**config.mk**
```make
export PLATFORM = sky130hd
export DESIGN_NAME = blake2s_block_fmt_flat
export DESIGN_NICKNAME = d
export VERILOG_FILES = /design/src/rtl/blake2s_pkg.sv /design/src/rtl/blake2s_block_fmt_if.sv /design/src/rtl/blake2s_block_fmt.sv /design/src/flat_wrapper.sv
export SDC_FILE = /design/constraint.sdc
export NUM_CORES = 1
export LEC_CHECK = 0
export CORE_ASPECT_RATIO = 1.1
export CORE_UTILIZATION = 35
export DETAILED_ROUTE_END_ITERATION = 10
export PLACE_DENSITY = 0.49
export SETUP_SLACK_MARGIN = 0.1
export SLEW_MARGIN = 20
export SYNTH_ARGS = -nofsm -noshare
export SYNTH_HDL_FRONTEND = slang
export SYNTH_SLANG_ARGS = --single-unit
export TNS_END_PERCENT = 1
```
**constraint.sdc**
```tcl
create_clock -name clk -period 3.9 [get_ports clk]
set_clock_uncertainty 0.15 [all_clocks]
set_input_delay 1.17 -clock clk [delete_from_list [all_inputs] [get_ports clk]]
set_output_delay 1.17 -clock clk [all_outputs]
set_load 0.05 [all_outputs]
```
**src/rtl/blake2s_pkg.sv**
```systemverilog
// Shared constants, FSM state encoding and block-count helpers for the BLAKE2s
// block formatter.
package blake2s_pkg;

  localparam int BLOCK_BYTES = 64;
  localparam int IDX_W       = 6;
  localparam int KK_MAX      = 32;

  typedef enum logic [2:0] {
    IDLE    = 3'd0,
    KEY     = 3'd1,
    KEY_PAD = 3'd2,
    MSG     = 3'd3,
    MSG_PAD = 3'd4,
    FIN     = 3'd5
  } state_e;

  // ceil(ll / 64): message blocks needed for ll bytes
  function automatic logic [63:0] ll_blocks(input logic [63:0] ll);
    return {6'd0, ll[63:6]} + {63'd0, |ll[5:0]};
  endfunction

  // An empty key and an empty message still hash one all-zero block
  function automatic logic [63:0] total_blocks(input logic [5:0] kk, input logic [63:0] ll);
    logic [63:0] n;
    if ((kk == 6'd0) && (ll == 64'd0)) begin
      n = 64'd1;
    end else begin
      n = ll_blocks(ll) + ((kk != 6'd0) ? 64'd1 : 64'd0);
    end
    return n;
  endfunction

endpackage

```
**src/rtl/blake2s_block_fmt_if.sv**
```systemverilog
// Host-side and core-side signal bundle of the BLAKE2s block formatter.
interface blake2s_block_fmt_if
  import blake2s_pkg::*;
#(
  parameter int LL_W = 64
) ();

  logic             cfg_v_i;
  logic [7:0]       kk_i;
  logic [LL_W-1:0]  ll_i;
  logic             byte_v_i;
  logic [7:0]       byte_i;
  logic             byte_ready_o;
  logic             core_ready_i;
  logic             data_v_o;
  logic [7:0]       data_o;
  logic [IDX_W-1:0] data_idx_o;
  logic             block_first_o;
  logic             block_last_o;
  logic             busy_o;
  logic             done_o;

  modport master (
    output cfg_v_i, kk_i, ll_i, byte_v_i, byte_i, core_ready_i,
    input  byte_ready_o, data_v_o, data_o, data_idx_o,
           block_first_o, block_last_o, busy_o, done_o
  );

  modport slave (
    input  cfg_v_i, kk_i, ll_i, byte_v_i, byte_i, core_ready_i,
    output byte_ready_o, data_v_o, data_o, data_idx_o,
           block_first_o, block_last_o, busy_o, done_o
  );

endinterface

```
**src/rtl/blake2s_block_fmt.sv**
```systemverilog
// Turns a host key+message byte stream into zero-padded 64-byte BLAKE2s blocks
// with in-block index and first/last block flags; core backpressure stalls the host.
module blake2s_block_fmt
  import blake2s_pkg::*;
#(
  parameter int BLOCK_BYTES = 64,
  parameter int LL_W        = 64
) (
  input logic               clk,
  input logic               nreset,
  blake2s_block_fmt_if.slave bus
);

  localparam logic [IDX_W-1:0] LAST_IDX = IDX_W'(BLOCK_BYTES - 1);
  localparam logic [LL_W-1:0]  LL_ONE   = {{(LL_W-1){1'b0}}, 1'b1};

  state_e           state_r;
  logic [IDX_W-1:0] idx_r;
  logic [5:0]       kk_cnt_r;
  logic [LL_W-1:0]  rem_r;
  logic [63:0]      blk_left_r;
  logic             first_r;

  logic             data_v_r;
  logic [7:0]       data_r;
  logic [IDX_W-1:0] data_idx_r;
  logic             block_first_r;
  logic             block_last_r;
  logic             busy_r;
  logic             done_r;

  logic             take_s;
  logic             accept_s;
  logic             pad_step_s;
  logic             blk_end_s;
  logic [5:0]       kk_clamp_s;
  logic [63:0]      ll_ext_s;

  // Handshake qualifiers and configuration decode
  always_comb begin
    take_s     = 1'b0;
    pad_step_s = 1'b0;
    if (bus.core_ready_i && ((state_r == KEY) || (state_r == MSG))) begin
      take_s = 1'b1;
    end else begin
      take_s = 1'b0;
    end
    if (bus.core_ready_i && ((state_r == KEY_PAD) || (state_r == MSG_PAD))) begin
      pad_step_s = 1'b1;
    end else begin
      pad_step_s = 1'b0;
    end
    accept_s  = take_s && bus.byte_v_i;
    blk_end_s = (idx_r == LAST_IDX);
    if (bus.kk_i > 8'(KK_MAX)) begin
      kk_clamp_s = 6'(KK_MAX);
    end else begin
      kk_clamp_s = bus.kk_i[5:0];
    end
    ll_ext_s = 64'(bus.ll_i);
  end

  // Formatter FSM, block counters and registered core-side outputs
  always_ff @(posedge clk or negedge nreset) begin
    if (!nreset) begin
      state_r       <= IDLE;
      idx_r         <= '0;
      kk_cnt_r      <= 6'd0;
      rem_r         <= '0;
      blk_left_r    <= 64'd0;
      first_r       <= 1'b0;
      data_v_r      <= 1'b0;
      data_r        <= 8'h00;
      data_idx_r    <= '0;
      block_first_r <= 1'b0;
      block_last_r  <= 1'b0;
      busy_r        <= 1'b0;
      done_r        <= 1'b0;
    end else begin
      data_v_r <= 1'b0;
      done_r   <= 1'b0;

      // Data and pad bytes share one emit path so flags and index stay aligned
      if (accept_s || pad_step_s) begin
        data_v_r      <= 1'b1;
        data_r        <= accept_s ? bus.byte_i : 8'h00;
        data_idx_r    <= idx_r;
        block_first_r <= first_r;
        block_last_r  <= (blk_left_r == 64'd1);
        idx_r         <= idx_r + 6'd1;
        if (blk_end_s) begin
          first_r    <= 1'b0;
          blk_left_r <= blk_left_r - 64'd1;
        end
      end

      case (state_r)
        IDLE: begin
          if (bus.cfg_v_i) begin
            kk_cnt_r   <= kk_clamp_s;
            rem_r      <= bus.ll_i;
            blk_left_r <= total_blocks(kk_clamp_s, ll_ext_s);
            idx_r      <= '0;
            first_r    <= 1'b1;
            busy_r     <= 1'b1;
            if (kk_clamp_s != 6'd0) begin
              state_r <= KEY;
            end else if (bus.ll_i != '0) begin
              state_r <= MSG;
            end else begin
              state_r <= MSG_PAD;
            end
          end
        end
        KEY: begin
          if (accept_s) begin
            kk_cnt_r <= kk_cnt_r - 6'd1;
            if (kk_cnt_r == 6'd1) begin
              state_r <= KEY_PAD;
            end
          end
        end
        KEY_PAD: begin
          if (pad_step_s && blk_end_s) begin
            state_r <= (rem_r != '0) ? MSG : FIN;
          end
        end
        MSG: begin
          if (accept_s) begin
            rem_r <= rem_r - LL_ONE;
            if (rem_r == LL_ONE) begin
              state_r <= blk_end_s ? FIN : MSG_PAD;
            end
          end
        end
        MSG_PAD: begin
          if (pad_step_s && blk_end_s) begin
            state_r <= FIN;
          end
        end
        FIN: begin
          done_r  <= 1'b1;
          busy_r  <= 1'b0;
          state_r <= IDLE;
        end
        default: begin
          state_r <= IDLE;
        end
      endcase
    end
  end

  assign bus.byte_ready_o  = take_s;
  assign bus.data_v_o      = data_v_r;
  assign bus.data_o        = data_r;
  assign bus.data_idx_o    = data_idx_r;
  assign bus.block_first_o = block_first_r;
  assign bus.block_last_o  = block_last_r;
  assign bus.busy_o        = busy_r;
  assign bus.done_o        = done_r;

endmodule
```
**src/flat_wrapper.sv**
```systemverilog
// flat-port wrapper written by rule: the top's interface ports become plain ports
module blake2s_block_fmt_flat import blake2s_pkg::*;
#(
  parameter int BLOCK_BYTES = 64,
  parameter int LL_W        = 64
)
  (clk, nreset, bus_cfg_v_i, bus_kk_i, bus_ll_i, bus_byte_v_i, bus_byte_i, bus_core_ready_i, bus_byte_ready_o, bus_data_v_o, bus_data_o, bus_data_idx_o, bus_block_first_o, bus_block_last_o, bus_busy_o, bus_done_o);
  blake2s_block_fmt_if #(.LL_W(LL_W)) bus_i ();
  input logic clk;
  input logic nreset;
  input wire logic [$bits(bus_i.cfg_v_i)-1:0] bus_cfg_v_i;
  input wire logic [$bits(bus_i.kk_i)-1:0] bus_kk_i;
  input wire logic [$bits(bus_i.ll_i)-1:0] bus_ll_i;
  input wire logic [$bits(bus_i.byte_v_i)-1:0] bus_byte_v_i;
  input wire logic [$bits(bus_i.byte_i)-1:0] bus_byte_i;
  input wire logic [$bits(bus_i.core_ready_i)-1:0] bus_core_ready_i;
  output wire logic [$bits(bus_i.byte_ready_o)-1:0] bus_byte_ready_o;
  output wire logic [$bits(bus_i.data_v_o)-1:0] bus_data_v_o;
  output wire logic [$bits(bus_i.data_o)-1:0] bus_data_o;
  output wire logic [$bits(bus_i.data_idx_o)-1:0] bus_data_idx_o;
  output wire logic [$bits(bus_i.block_first_o)-1:0] bus_block_first_o;
  output wire logic [$bits(bus_i.block_last_o)-1:0] bus_block_last_o;
  output wire logic [$bits(bus_i.busy_o)-1:0] bus_busy_o;
  output wire logic [$bits(bus_i.done_o)-1:0] bus_done_o;
  assign bus_i.cfg_v_i = bus_cfg_v_i;
  assign bus_i.kk_i = bus_kk_i;
  assign bus_i.ll_i = bus_ll_i;
  assign bus_i.byte_v_i = bus_byte_v_i;
  assign bus_i.byte_i = bus_byte_i;
  assign bus_i.core_ready_i = bus_core_ready_i;
  assign bus_byte_ready_o = bus_i.byte_ready_o;
  assign bus_data_v_o = bus_i.data_v_o;
  assign bus_data_o = bus_i.data_o;
  assign bus_data_idx_o = bus_i.data_idx_o;
  assign bus_block_first_o = bus_i.block_first_o;
  assign bus_block_last_o = bus_i.block_last_o;
  assign bus_busy_o = bus_i.busy_o;
  assign bus_done_o = bus_i.done_o;
  blake2s_block_fmt #(.BLOCK_BYTES(BLOCK_BYTES), .LL_W(LL_W)) u_core (.clk(clk), .nreset(nreset), .bus(bus_i));
endmodule
```
==> impl_metrics.tcl <==
set metrics [dict create \
    whs_ns 0.323 \
    syn_inst 1599 \
    io_buffers 104 \
    irDropWorstVdd_mv 0.664 \
    dr.pass1.iters 5 \
    routedWlPerCell_um 17.9 \
    dp_hpwl_um 32700 \
    seqPwrFrac 0.369 \
    syn_area_um2 12400 \
    wirelength_um 42800 \
    nFillCells 3376 \
    worstPathArrival_ns 4.33 \
    p_int_mw 4.90 \
    yosysUniqueCellTypes 79 \
    p_comb_frac 0.428 \
    antenna_found_initial 0 \
    synth_fp_nets 1695 \
    synth.area.top_cells "dfrtp_1, nand2_1, xnor2_1" \
    start_util 0.359 \
    crit_path_end_kind "flop" \
    layout_setup_ws_ns -0.239 \
    p_clk_frac 0.204 \
    drive_above_1_share 0.240 \
    grt.overflow.total 0 \
    rsz0062_at_grt "yes" \
    crit_fanout 5 \
    htreeDepth 4 \
    ys_async_sr_fraction 1.00 \
    insertedDiodeCount 0 \
    vias 12946 \
    cts_root_buffer "clkbuf_16" \
    status "finished, violations left" \
    regArea_um2 4080 \
    synth.avg_cell_area_um2 7.75 \
    yosys_warnings 0 \
    synth_top_cell_by_area "dfrtp_1" \
    via_per_inst 5.42 \
    synth_ff_type "dfrtp_1" \
    grt_max_degree 107 \
    power_mw 8.67 \
    min_path_type "reg -> reg" \
    cts_tree "done" \
    cts_buffers 17 \
    fin_util 0.498 \
    p_switching_mw 3.76 \
    drv_slew 0 \
    power_leakage_nw 6.94 \
    die_w_um 181 \
    power_density_nw_per_um2 503 \
    violations "setup timing" \
    drt_iter0_drc 880 \
    multi_input_comb_area_um2 8390 \
    yosys_register_bits 163 \
    drc 0 \
    grt_pass1_vias 12768 \
    fin_nets 2032 \
    core_area_um2 34600 \
    crit_type "in -> reg" \
    fin_crit_sh 1.06 \
    cts_hold_buffers 0 \
    ys_seq_area_frac 0.329 \
    clk_path_buf_depth 2 \
    swShare 0.434 \
    postRouteAntennaNets 0 \
    grt_pass1_wl_um 69300 \
    syn2layout_area_growth_pct 38.9 \
    setup_viol 24 \
    worstMarginPinSlew_ns 0.747 \
    clk_pin_slew_worst_paths_ns 0.07 \
    place_congestion 0.836 \
    fmax_mhz 242 \
    synth.most_common_cell "nand2_1" \
    clk_latency_ns 0.46 \
    maxCapViolCount 0 \
    synth_edf_count 0 \
    clock-sinks 163 \
    dieArea_um2 36200 \
    fin_crit_ns 4.14 \
    crit_path_start_kind "input port" \
    io_pins 105 \
    hold_viol 0 \
    rows 71 \
    yosys-top-cells-count "nand2_1, dfrtp_1, nor2_1" \
    grt_usage 0.244 \
    die_h_um 199 \
    maxSlewHeadroom 0.502 \
    synth_top_area_frac 0.329 \
    worstPathRequired_ns 4.09 \
]
==> layout by cell type (no fill, tap or decap), types with 47 or more instances in the layout <==
cell type	count
o21ai_0	120
dfrtp_1	163
nor2_1	136
nand2_1	181
buf_4	294
clkdlybuf4s50_1	74
nor3_1	86
nor4_1	47
xor2_1	63
a21oi_1	124
nand3_1	55
xnor2_1	72
==> stage by stage <==
step / setup WS [ns] / cells / setup TNS [ns] / area, um2
floorplan: -0.502 / 1599 / -10.92 / 12400
global placement: -1.18 / 2336 / -46.26 / 16000
detailed placement: -1.29 / 2336 / -51.31 / 16000
CTS: -0.247 / 2382 / -3.85 / 16900
global route: -0.341 / 2387 / -6.97 / 17200
finish: -0.239 / 2387 / -2.55 / 17200
==> worst paths after layout <==
kind,startpoint,to,slack (ns),cells after the start
setup / recovery,bus_ll_i[5],u_core.blk_left_r[57],-0.24,14
hold / removal,u_core.bus.data_idx_o[0],u_core.bus.data_idx_o[0],0.32,2
setup reg to reg,u_core.rem_r[16],u_core.rem_r[58],0.29,9
hold reg to reg,u_core.bus.data_idx_o[0],u_core.bus.data_idx_o[0],0.32,2
max in group asynchronous,nreset,u_core.rem_r[54],2.33,2
min in group asynchronous,nreset,u_core.first_r,0.58,1
==> logic make-up after synthesis <==
logic type	share of synthesized area
and+or+nand+nor	0.335
muxes	0.00343
DFF	0.329
buffers and inverters	0.0390
adders and majority gates	0.0111
AOI/OAI and AO/OA	0.179
xor gates and xnor gates	0.104
==> worst max-delay path: stages <==
cell      delay (ns)
buf_8           0.08
nor4_4          0.04
nand2_4         0.08
ha_4            0.16
ha_4            0.13
nand2_2         0.05
or4_4           0.56
or3_4           0.39
or4_4           0.51
a21oi_4         0.22
nand4_1         0.19
nor4_4          0.38
a211oi_2        0.12
a211o_1         0.24
==> power by group through the flow <==
stage | Combinational (mW) | Sequential, mW | Clock (mW)
floorplan | 2.32 | 3.23 | 0
global placement | 3.62 | 3.18 | 0
detailed placement | 3.67 | 3.20 | 0
CTS | 3.70 | 3.18 | 1.82
global route | 4.14 | 3.32 | 1.87
finish | 3.71 | 3.20 | 1.76
==> registers in the layout (all words and copies together), names as in the netlist <==
name                      count
u_core.blk_left_r            64
u_core.bus.block_first_o      1
u_core.bus.block_last_o       1
u_core.bus.busy_o             1
u_core.bus.data_idx_o         6
u_core.bus.data_o             8
u_core.bus.data_v_o           1
u_core.bus.done_o             1
u_core.first_r                1
u_core.idx_r                  6
u_core.kk_cnt_r               6
u_core.rem_r                 64
u_core.state_r                3
==> layout make-up <==
cell class / instances / area share
clock buffer: 17 / 0.0247
timing repair buffer: 412 / 0.203
clock inverter: 15 / 0.0103
tap: 438 / 0.0318
multi-input combinational: 1314 / 0.487
sequential: 163 / 0.237
inverter: 28 / 0.00610
==> per-layer routing <==
| metal | global-route usage | up-vias | share of wire |
|---|---|---|---|
| met5 | 0 | - | 0 |
| met4 | 0.0800 | 0 | 0.021 |
| met3 | 0.0312 | 36 | 0.040 |
| met2 | 0.384 | 282 | 0.45 |
| met1 | 0.346 | 6135 | 0.49 |
| li1 | - | 6493 | - |
==> what timing repair did <==
item | CTS | global route
gates cloned | 1 | 0
pin swaps | 29 | 33
gates resized for setup | 93 | 62
endpoints found under the hold margin | 0 | 0
setup endpoints to repair | 54 | 45
buffers inserted | 13 | 5
(Power assumes the default switching activity.)
